==> src/rtl/data_pipe_interconnect_m2s_rr.sv <==
// -----------------------------------------------------------------------------
// data_pipe_interconnect_m2s_rr
// Many-to-one merge of NUM valid/ready upstream streams onto one downstream
// stream. A round-robin arbiter picks the next source. The output is
// registered and backed by a one-entry skid stage, so one beat per cycle is
// sustained. curr_path reports the source index of the beat on m00.
//
// Optional feature macro: DATA_PIPE_M2S_FIXED_PRI_EN
//   defined   : fixed priority, the lowest valid index always wins (no rr pointer)
//   undefined : round-robin starting after the last granted port
//
// Ports
//   clock      : clock
//   rst_n      : synchronous active-low reset
//   clk_en     : global enable, all state frozen and readies low when 0
//   curr_path  : source index of the beat presented on m00
//   s00_valid  : upstream valid, one bit per port
//   s00_ready  : upstream ready, one bit per port (combinational, at most one high)
//   s00_data   : upstream data, DSIZE bits per port
//   m00_valid  : downstream valid
//   m00_ready  : downstream ready
//   m00_data   : downstream data, forced to zero while m00_valid is low
// -----------------------------------------------------------------------------
module data_pipe_interconnect_m2s_rr #(
    parameter int unsigned NUM   = 8,
    parameter int unsigned DSIZE = 8,
    parameter int unsigned NSIZE = $clog2(NUM)
) (
    input  logic                       clock,
    input  logic                       rst_n,
    input  logic                       clk_en,
    output logic [NSIZE-1:0]           curr_path,
    input  logic [NUM-1:0]             s00_valid,
    output logic [NUM-1:0]             s00_ready,
    input  logic [NUM-1:0][DSIZE-1:0]  s00_data,
    output logic                       m00_valid,
    input  logic                       m00_ready,
    output logic [DSIZE-1:0]           m00_data
);

    // Stage occupancy encoded as {out_vld, sk_vld}; 2'b01 is unreachable.
    typedef enum logic [1:0] {
        ST_EMPTY = 2'b00,
        ST_ONE   = 2'b10,
        ST_FULL  = 2'b11
    } state_e;

    typedef struct packed {
        logic [DSIZE-1:0] data;
        logic [NSIZE-1:0] id;
    } beat_t;

    state_e state_q, state_d;
    beat_t  out_q, out_d;
    beat_t  sk_q, sk_d;

    logic             out_vld;
    logic             sk_vld;
    logic             gnt_vld;
    logic [NSIZE-1:0] gnt;
    logic             acc;
    logic             pop;
    beat_t            in_beat;

`ifndef DATA_PIPE_M2S_FIXED_PRI_EN
    localparam logic [NSIZE-1:0] LAST_RST = NSIZE'(NUM - 1);

    logic [NSIZE-1:0] last_q, last_d;
`endif

    assign out_vld = state_q[1];
    assign sk_vld  = state_q[0];

    // Arbiter: first valid port in scan order wins.
    always_comb begin
        logic [NSIZE-1:0] cand;
        int unsigned      idx;
        gnt_vld = 1'b0;
        gnt     = '0;
        cand    = '0;
        idx     = 0;
        for (int unsigned k = 0; k < NUM; k++) begin
`ifdef DATA_PIPE_M2S_FIXED_PRI_EN
            idx = k;
`else
            // Start one past the last granted port, wrapping at NUM.
            idx = (32'(last_q) + k + 1) % NUM;
`endif
            cand = NSIZE'(idx);
            if (!gnt_vld && s00_valid[cand]) begin
                gnt_vld = 1'b1;
                gnt     = cand;
            end
        end
    end

    // Ready only toward the granted port, and only when the skid is free.
    always_comb begin
        s00_ready = '0;
        for (int unsigned i = 0; i < NUM; i++) begin
            s00_ready[i] = rst_n & clk_en & ~sk_vld & gnt_vld & (gnt == NSIZE'(i));
        end
    end

    assign acc          = gnt_vld & s00_valid[gnt] & s00_ready[gnt];
    assign pop          = out_vld & m00_ready & clk_en;
    assign in_beat.data = s00_data[gnt];
    assign in_beat.id   = gnt;

    // Next-state and stage loading.
    always_comb begin
        state_d = state_q;
        out_d   = out_q;
        sk_d    = sk_q;
        if (clk_en) begin
            unique case (state_q)
                ST_EMPTY: begin
                    if (acc) begin
                        out_d   = in_beat;
                        state_d = ST_ONE;
                    end
                end
                ST_ONE: begin
                    if (acc && pop) begin
                        out_d = in_beat;
                    end else if (acc) begin
                        sk_d    = in_beat;
                        state_d = ST_FULL;
                    end else if (pop) begin
                        state_d = ST_EMPTY;
                    end
                end
                ST_FULL: begin
                    // Ready is low here, so only draining is possible.
                    if (pop) begin
                        out_d   = sk_q;
                        state_d = ST_ONE;
                    end
                end
                default: begin
                    state_d = ST_EMPTY;
                end
            endcase
        end
    end

`ifndef DATA_PIPE_M2S_FIXED_PRI_EN
    // Pointer follows every accepted grant; acc already implies clk_en.
    always_comb begin
        last_d = last_q;
        if (acc) begin
            last_d = gnt;
        end
    end
`endif

    // State registers, synchronous reset.
    always_ff @(posedge clock) begin
        if (!rst_n) begin
            state_q <= ST_EMPTY;
            out_q   <= '0;
            sk_q    <= '0;
`ifndef DATA_PIPE_M2S_FIXED_PRI_EN
            last_q  <= LAST_RST;
`endif
        end else begin
            state_q <= state_d;
            out_q   <= out_d;
            sk_q    <= sk_d;
`ifndef DATA_PIPE_M2S_FIXED_PRI_EN
            last_q  <= last_d;
`endif
        end
    end

    assign m00_valid = out_vld;
    assign m00_data  = out_vld ? out_q.data : '0;
    assign curr_path = out_q.id;

endmodule

==> config.mk <==
export PLATFORM = sky130hd
export DESIGN_NAME = data_pipe_interconnect_m2s_rr
export DESIGN_NICKNAME = d
export VERILOG_FILES = /design/src/rtl/data_pipe_interconnect_m2s_rr.sv
export SDC_FILE = /design/constraint.sdc
export NUM_CORES = 1
export LEC_CHECK = 0
export BUFFER_PORTS_ARGS = -buffer_cell sky130_fd_sc_hd__buf_4
export CAP_MARGIN = 30
export CELL_PAD_IN_SITES_DETAIL_PLACEMENT = 0
export CELL_PAD_IN_SITES_GLOBAL_PLACEMENT = 1
export CORE_MARGIN = 1.5
export CORE_UTILIZATION = 41
export DETAILED_ROUTE_END_ITERATION = 8
export PLACE_DENSITY = 0.9
export SYNTH_ARGS = -nofsm -noshare
export SYNTH_HDL_FRONTEND = slang
export SYNTH_SLANG_ARGS = --single-unit
==> constraint.sdc <==
create_clock -name clock -period 12.4 [get_ports clock]
set_input_delay 1.24 -clock clock [delete_from_list [all_inputs] [get_ports clock]]
set_output_delay 1.24 -clock clock [all_outputs]
set_load 0.1 [all_outputs]
Word level (Yosys, flattened, before mapping):

Index checks and enable logic that the tools add are counted.

* add/subtract/negate cells: 14
* $mul: 0
* div/mod/pow operators: 0
* $lt $le $gt $ge: 9
* equal/unequal tests: 14
* shift operators: 0
* mux-type cells: 49
* bitwise logic cells: 17
* reduce and logical (&&, ||, !) cells: 21

Operators with widths (number)
* 3-bit by 4-bit less-than comparator with 1-bit output, second input constant: 9
* 11-bit 2-to-1 mux: 3
* 11-bit one-hot mux with 3 select lines: 1
* 1-bit binary-select mux with 3-bit select: 10
* 3-bit by 1-bit adder with 3-bit output, second input constant: 8
* 8-bit binary-select mux with 3-bit select: 1
* 3-bit 2-to-1 mux: 8
* 1-bit 2-to-1 mux: 18
* 8-bit 2-to-1 mux: 2
* 1-bit AND: 15
* 3-bit adder, second input constant: 4
* 3-bit == test, second input constant: 4
* 2-bit 2-to-1 mux: 5
* 5-bit AND reduction: 2
* 1-bit logical AND: 8
* 2-bit != test, second input constant: 4
* 1-bit logical NOT: 7
* 3-bit by 2-bit adder with 3-bit output, second input constant: 2
* 3-bit by 2-bit == test with 1-bit output, second input constant: 2
* 2-bit one-hot mux with 3 select lines: 1
* 2-bit == test, second input constant: 2
* 4-bit AND reduction: 1
* 3-bit by 1-bit == test with 1-bit output, second input constant: 1
* 3-bit logical NOT: 1
* 4 further kinds: 5

* flip-flop bits (word level): 27
* bits in latches: 0
* RAM bits: 0
* bits in read-only memories: 0
* logic and storage cells: 130
* memories kept: 0

Depth between registers and ports, before layout:

* depth after elaboration: 33
* mapped depth: 19

Worst setup path before layout:

Ideal clock, no wire load.

* path type: flip-flop to output port
* start: register last_q[1]
* end: output s00_ready[7]
* arrival time: 5.629 ns
* required time: 11.160 ns
* slack: 5.531 ns
* cell stages (with the launch flop): 17
* cell sequence: dfxtp_1 -> clkbuf_1 -> clkinv_1 -> ha_1 -> buf_2 -> buf_6 -> mux2_2 -> mux4_2 -> nor2_1 -> a21oi_1 -> o31ai_1 -> a21oi_1 -> a21oi_1 -> buf_2 -> buf_2 -> nand2_1 -> nor3_1

* longest elaborated chain between the ends: 27
* elaborated cells on any way between the ends: 63
* those cells by class: 14 x add/sub; 1 x eq/ne; 32 x mux; 2 x bitwise; 14 x reduce/logical

Ends and longest elaborated chain
* from (decl): line 68 `logic [NSIZE-1:0] last_q, last_d;`
* from (signal assigned): line 171 `last_q <= last_d;`
* parallel branches: the longest is 26 deep, another holds 3-bit by 1-bit adder with 3-bit output
* 1-bit AND (*): line 101 `s00_ready[i] = rst_n & clk_en & ~sk_vld & gnt_vld & (gnt == NSIZE'(i));`
* to (decl): line 34 `output logic [NUM-1:0] s00_ready,`

Every way passes the cells marked *. The select of a mux whose other input is x is not followed.

Worst setup path after layout:

* start: register last_q[0]
* end: output s00_ready[1]

* longest elaborated chain between the ends: 27
* elaborated cells on any way between the ends: 63
* those cells by class: 14 x add/sub; 1 x eq/ne; 32 x mux; 2 x bitwise; 14 x reduce/logical

Ends and longest elaborated chain (line)
* parallel branches: the longest is 26 deep, another holds 3-bit by 1-bit adder with 3-bit output
* 1-bit AND (*): 101

Marked as above.

==> impl_results.html <==
<table>
<tr><th>Metric</th><th>Value</th></tr>
<tr><th colspan="2">Drt</th></tr>
<tr><td>Count of TritonRoute iterations in the first routing pass</td><td>5</td></tr>
<tr><td>Antenna Violating Nets Remaining</td><td>0</td></tr>
<tr><td>Detailed-route wire length</td><td>9000 um</td></tr>
<tr><td>DR vias/cell</td><td>5.70</td></tr>
<tr><td>DRC Markers</td><td>0</td></tr>
<tr><td>WL met1</td><td>4240 um</td></tr>
<tr><td>Final routed wire length divided by cell count</td><td>16.2 um</td></tr>
<tr><td>Routed met2 length</td><td>4380 um</td></tr>
<tr><td>Iter 0 DRT Violations</td><td>110</td></tr>
<tr><td>Met3 wire length</td><td>318 um</td></tr>
<tr><td>Max Used Layer</td><td>met4</td></tr>
<tr><td>Total number of vias</td><td>3,169</td></tr>
<tr><th colspan="2">Outcome</th></tr>
<tr><td>Outcome</td><td>completed</td></tr>
<tr><th colspan="2">Yosys</th></tr>
<tr><td>Main area contributors after synthesis</td><td>dfxtp_1 (17%), mux2i_1 (11%), mux4_2 (9.2%)</td></tr>
<tr><td>Most instantiated library cell after synthesis</td><td>nand2_1</td></tr>
<tr><td>YS warnings</td><td>0</td></tr>
<tr><td>Synth area leader</td><td>dfxtp_1</td></tr>
<tr><td>Share of flip-flops with an asynchronous set or reset after synthesis</td><td>0%</td></tr>
<tr><td>Synth Area per Inst</td><td>8.22 um2</td></tr>
<tr><td>Post-synthesis net count</td><td>472</td></tr>
<tr><td>Synthesized instance count</td><td>389</td></tr>
<tr><td>Number of distinct library cell variants in the gate-level netlist after synthesis</td><td>60</td></tr>
<tr><td>Cell area after synthesis</td><td>3200 um2</td></tr>
<tr><td>Share of the synthesized area in the top cell type</td><td>16.9%</td></tr>
<tr><td>List of most frequent post-synthesis cells</td><td>nand2_1 (39), mux2i_1 (36), nand3_1 (33)</td></tr>
<tr><td>Number of flops mapped to enable cells by yosys</td><td>0</td></tr>
<tr><td>Share of the yosys chip area belonging to registers</td><td>16.9%</td></tr>
<tr><td>Ys flop type</td><td>dfxtp_1</td></tr>
<tr><td>Post-synthesis register bit count</td><td>27</td></tr>
<tr><th colspan="2">Placed design</th></tr>
<tr><td>Number of buffer cells added on primary ports</td><td>95</td></tr>
<tr><td>Final Wtd Congestion</td><td>0.937</td></tr>
<tr><td>HPWL after DPL</td><td>6720 um</td></tr>
<tr><th colspan="2">Pwr</th></tr>
<tr><td>Maximum vdd ir drop</td><td>0.122 mV</td></tr>
<tr><td>Leakage power total</td><td>1.69 nW</td></tr>
<tr><td>PD cells</td><td>176 nW/um2</td></tr>
<tr><th colspan="2">Global route</th></tr>
<tr><td>Antenna violations before repair</td><td>0</td></tr>
<tr><td>Largest net degree at the start of global routing</td><td>38</td></tr>
<tr><td>GRT Total Usage</td><td>21.2%</td></tr>
<tr><td>Via count of the first global-routing pass</td><td>2,892</td></tr>
<tr><td>First-pass GRT wire length</td><td>14,600 um</td></tr>
<tr><td>Remaining global-route overflow</td><td>0</td></tr>
<tr><th colspan="2">Clocking</th></tr>
<tr><td>Buffer levels on the longest clock path</td><td>2</td></tr>
<tr><td>Clock tree from TritonCTS</td><td>built</td></tr>
<tr><td>Number of buffers added by the clock tree synthesis step</td><td>3</td></tr>
<tr><td>Clock sinks</td><td>27</td></tr>
<tr><td>Cts hold-fix bufs</td><td>0</td></tr>
<tr><td>CTS Root Cell</td><td>clkbuf_8</td></tr>
<tr><td>Clock latency of the later-clocked register in the worst-skew pair</td><td>0.28 ns</td></tr>
<tr><td>Htree depth</td><td>1</td></tr>
<tr><td>Clock slew seen by the registers of the worst setup and hold paths</td><td>0.10 ns</td></tr>
<tr><td>Post-cts resize count</td><td>0</td></tr>
<tr><td>Post-CTS setup buffer count</td><td>0</td></tr>
<tr><th colspan="2">Floorplanning</th></tr>
<tr><td>Floorplan row count</td><td>32</td></tr>
<tr><td>Top-level port count</td><td>96</td></tr>
<tr><td>Die height</td><td>91.3 um</td></tr>
<tr><td>Initial Utilization</td><td>41.8%</td></tr>
<tr><td>Horizontal die dimension</td><td>91.3 um</td></tr>
<tr><td>Core Box Area</td><td>7650 um2</td></tr>
<tr><td>Overall die area</td><td>8340 um2</td></tr>
<tr><th colspan="2">Worst setup path</th></tr>
<tr><td>Sort of element at the start of the critical path</td><td>register</td></tr>
<tr><td>Capturing element type of the critical path</td><td>primary output</td></tr>
<tr><td>Reg-to-Reg End</td><td>out_q[9]$_SDFFE_PN0P_</td></tr>
<tr><td>Depth of the most critical reg-to-reg path</td><td>13</td></tr>
<tr><td>WP data required</td><td>11.16 ns</td></tr>
<tr><td>Setup crit end</td><td>s00_ready[1]</td></tr>
<tr><td>Start of the worst register-to-register path</td><td>last_q[0]$_SDFFE_PN1P_</td></tr>
<tr><td>Critical setup path kind</td><td>register to primary output</td></tr>
<tr><td>Crit path arrival time</td><td>5.32 ns</td></tr>
<tr><td>Highest net fanout along the worst path</td><td>26</td></tr>
<tr><td>Register-to-register setup slack</td><td>6.86 ns</td></tr>
<tr><td>Start point of the critical path</td><td>last_q[0]$_SDFFE_PN1P_</td></tr>
<tr><th colspan="2">Timing</th></tr>
<tr><td>Slew headroom</td><td>36.8%</td></tr>
<tr><td>Final slew viol count</td><td>0</td></tr>
<tr><td>Final Hold Violating Endpoints</td><td>0</td></tr>
<tr><td>Worst clock skew</td><td>0.00888 ns</td></tr>
<tr><td>RSZ-0062 raised after global routing</td><td>false</td></tr>
<tr><td>Final clock period utilization by the worst path</td><td>52.9%</td></tr>
<tr><td>Worst hold-check slack</td><td>0.468 ns</td></tr>
<tr><td>Final total negative setup slack</td><td>0 ns</td></tr>
<tr><td>Minimum period implied by the final worst setup slack</td><td>6.56 ns</td></tr>
<tr><td>Maximum clock frequency</td><td>152 MHz</td></tr>
<tr><td>Measured slew at the worst slew-check pin</td><td>0.948 ns</td></tr>
<tr><td>Endpoints failing setup</td><td>0</td></tr>
<tr><th colspan="2">Finish</th></tr>
<tr><td># fillers</td><td>719</td></tr>
<tr><td>Total number of nets in the final design</td><td>538</td></tr>
<tr><td>Number of antenna diodes</td><td>0</td></tr>
<tr><td>Share of post-route cells with drive strength above 1</td><td>32.6%</td></tr>
<tr><td>Layout-stage area growth over the synthesis result</td><td>21.8%</td></tr>
<tr><th colspan="2">Hold path</th></tr>
<tr><td>Number of cells traversed by the worst hold path</td><td>2</td></tr>
<tr><td>Class of the tightest hold or removal check</td><td>register to register</td></tr>
<tr><th colspan="2">Job</th></tr>
<tr><td>Number of max-cap violations</td><td>0</td></tr>
</table>
## through the flow
| stage | power [mW] | std cells | util (%) | instance area [um2] | worst slack (ns) |
|---|---|---|---|---|---|
| 5_1_grt | 0.740 | 556 | 51.0 | 3900 | 5.46 |
| 3_5_place_dp | 0.630 | 551 | 50.2 | 3840 | 6.20 |
| 6_report | 0.687 | 556 | 51.0 | 3900 | 5.84 |
| 4_1_cts | 0.683 | 555 | 50.9 | 3890 | 5.87 |
| 3_3_place_gp | 0.627 | 550 | 50.1 | 3830 | 6.31 |
| 2_1_floorplan | 0.556 | 389 | - | 3200 | 5.53 |
## routing by layer
layer | vias up | global-route usage [%]
li1 | 1566 | -
met1 | 1530 | 31.3
met2 | 65 | 33.5
met3 | 8 | 2.26
met4 | 0 | 3.91
met5 | - | 0
## area by class of cell
cell class	count	area (um2)	share of cell area (%)
clock buffer	3	41.3	1.06
clock inverter	1	7.51	0.193
inverter	14	52.6	1.35
multi-input combinational	309	2370	60.9
sequential	27	541	13.9
tap	102	128	3.27
timing repair buffer	100	754	19.4
## cells by family (layout without fill, tap and decap cells)
| logic type | after synthesis | count (layout) | synth area share (%) |
|---|---|---|---|
| flip-flops | 27 | 27 | 16.9 |
| adder cells (fa/ha/maj) | 7 | 7 | 2.74 |
| multiplexers | 74 | 74 | 29.2 |
| AND/OR/NAND/NOR | 151 | 151 | 23.7 |
| buffers and inverters | 53 | 118 | 9.03 |
| AO/OA/AOI/OAI | 70 | 70 | 16.1 |
| XOR/XNOR | 7 | 7 | 2.35 |
## worst min-delay path by stage
stage,endpoint,startpoint
floorplan,sk_q[10]$_SDFFE_PN0P_,sk_q[10]$_SDFFE_PN0P_
global route,sk_q[10]$_SDFFE_PN0P_,sk_q[10]$_SDFFE_PN0P_
CTS,sk_q[3]$_SDFFE_PN0P_,sk_q[3]$_SDFFE_PN0P_
global placement,sk_q[3]$_SDFFE_PN0P_,sk_q[3]$_SDFFE_PN0P_
detailed placement,sk_q[3]$_SDFFE_PN0P_,sk_q[3]$_SDFFE_PN0P_
finish,sk_q[10]$_SDFFE_PN0P_,sk_q[10]$_SDFFE_PN0P_
## registers in the layout (all words and copies together) (netlist names)
| signal | cells |
|---|---|
| sk_q | 11 |
| out_q | 8 |
| curr_path | 3 |
| last_q | 3 |
| state_q | 2 |
## worst max-delay path, stage by stage (launching register included)
cell and delay (ns):
dfxtp_1 0.32, buf_4 0.31, clkinv_1 0.34, ha_1 1.02, mux2_2 0.43, mux4_2 0.49, mux2i_1 0.14, a221oi_1 0.27
nor2_1 0.07, o21ai_1 0.24, nand2_1 0.51, or2_2 0.49, nor2_1 0.11, buf_4 0.29
## placed cells by master, fill, tap and decap left out, types with 2 or more instances in the layout
cell type / instances
inv_1: 12
o21ai_1: 3
buf_4: 98
mux4_2: 13
or2_2: 2
and2_1: 12
o32ai_1: 2
o22ai_1: 4
o21ai_0: 13
xor2_1: 2
mux2_2: 24
o211a_1: 3
nor3_1: 10
a31oi_1: 2
nor2_1: 23
dfxtp_1: 27
xnor2_1: 4
nand3_1: 33
a221o_1: 3
or3_1: 7
or2_0: 2
clkbuf_8: 3
nand4b_1: 7
o221ai_1: 9
a21oi_1: 9
nand2_1: 39
nand4_1: 3
mux2i_1: 36
clkinv_1: 2
and3_1: 2
a21boi_0: 2
ha_1: 7
a221oi_1: 2
nand3b_1: 2
o211ai_1: 2
nand2b_1: 3
o31ai_1: 3
nor2b_1: 4
## power breakdown
group          switching (mW)  total (mW)  internal [mW]
clock                  0.0291      0.0519         0.0229
combinational           0.317       0.531          0.213
sequential            0.00830       0.104         0.0960
total                   0.355       0.687          0.332
Note: power is estimated with default switching activity, not from simulation.
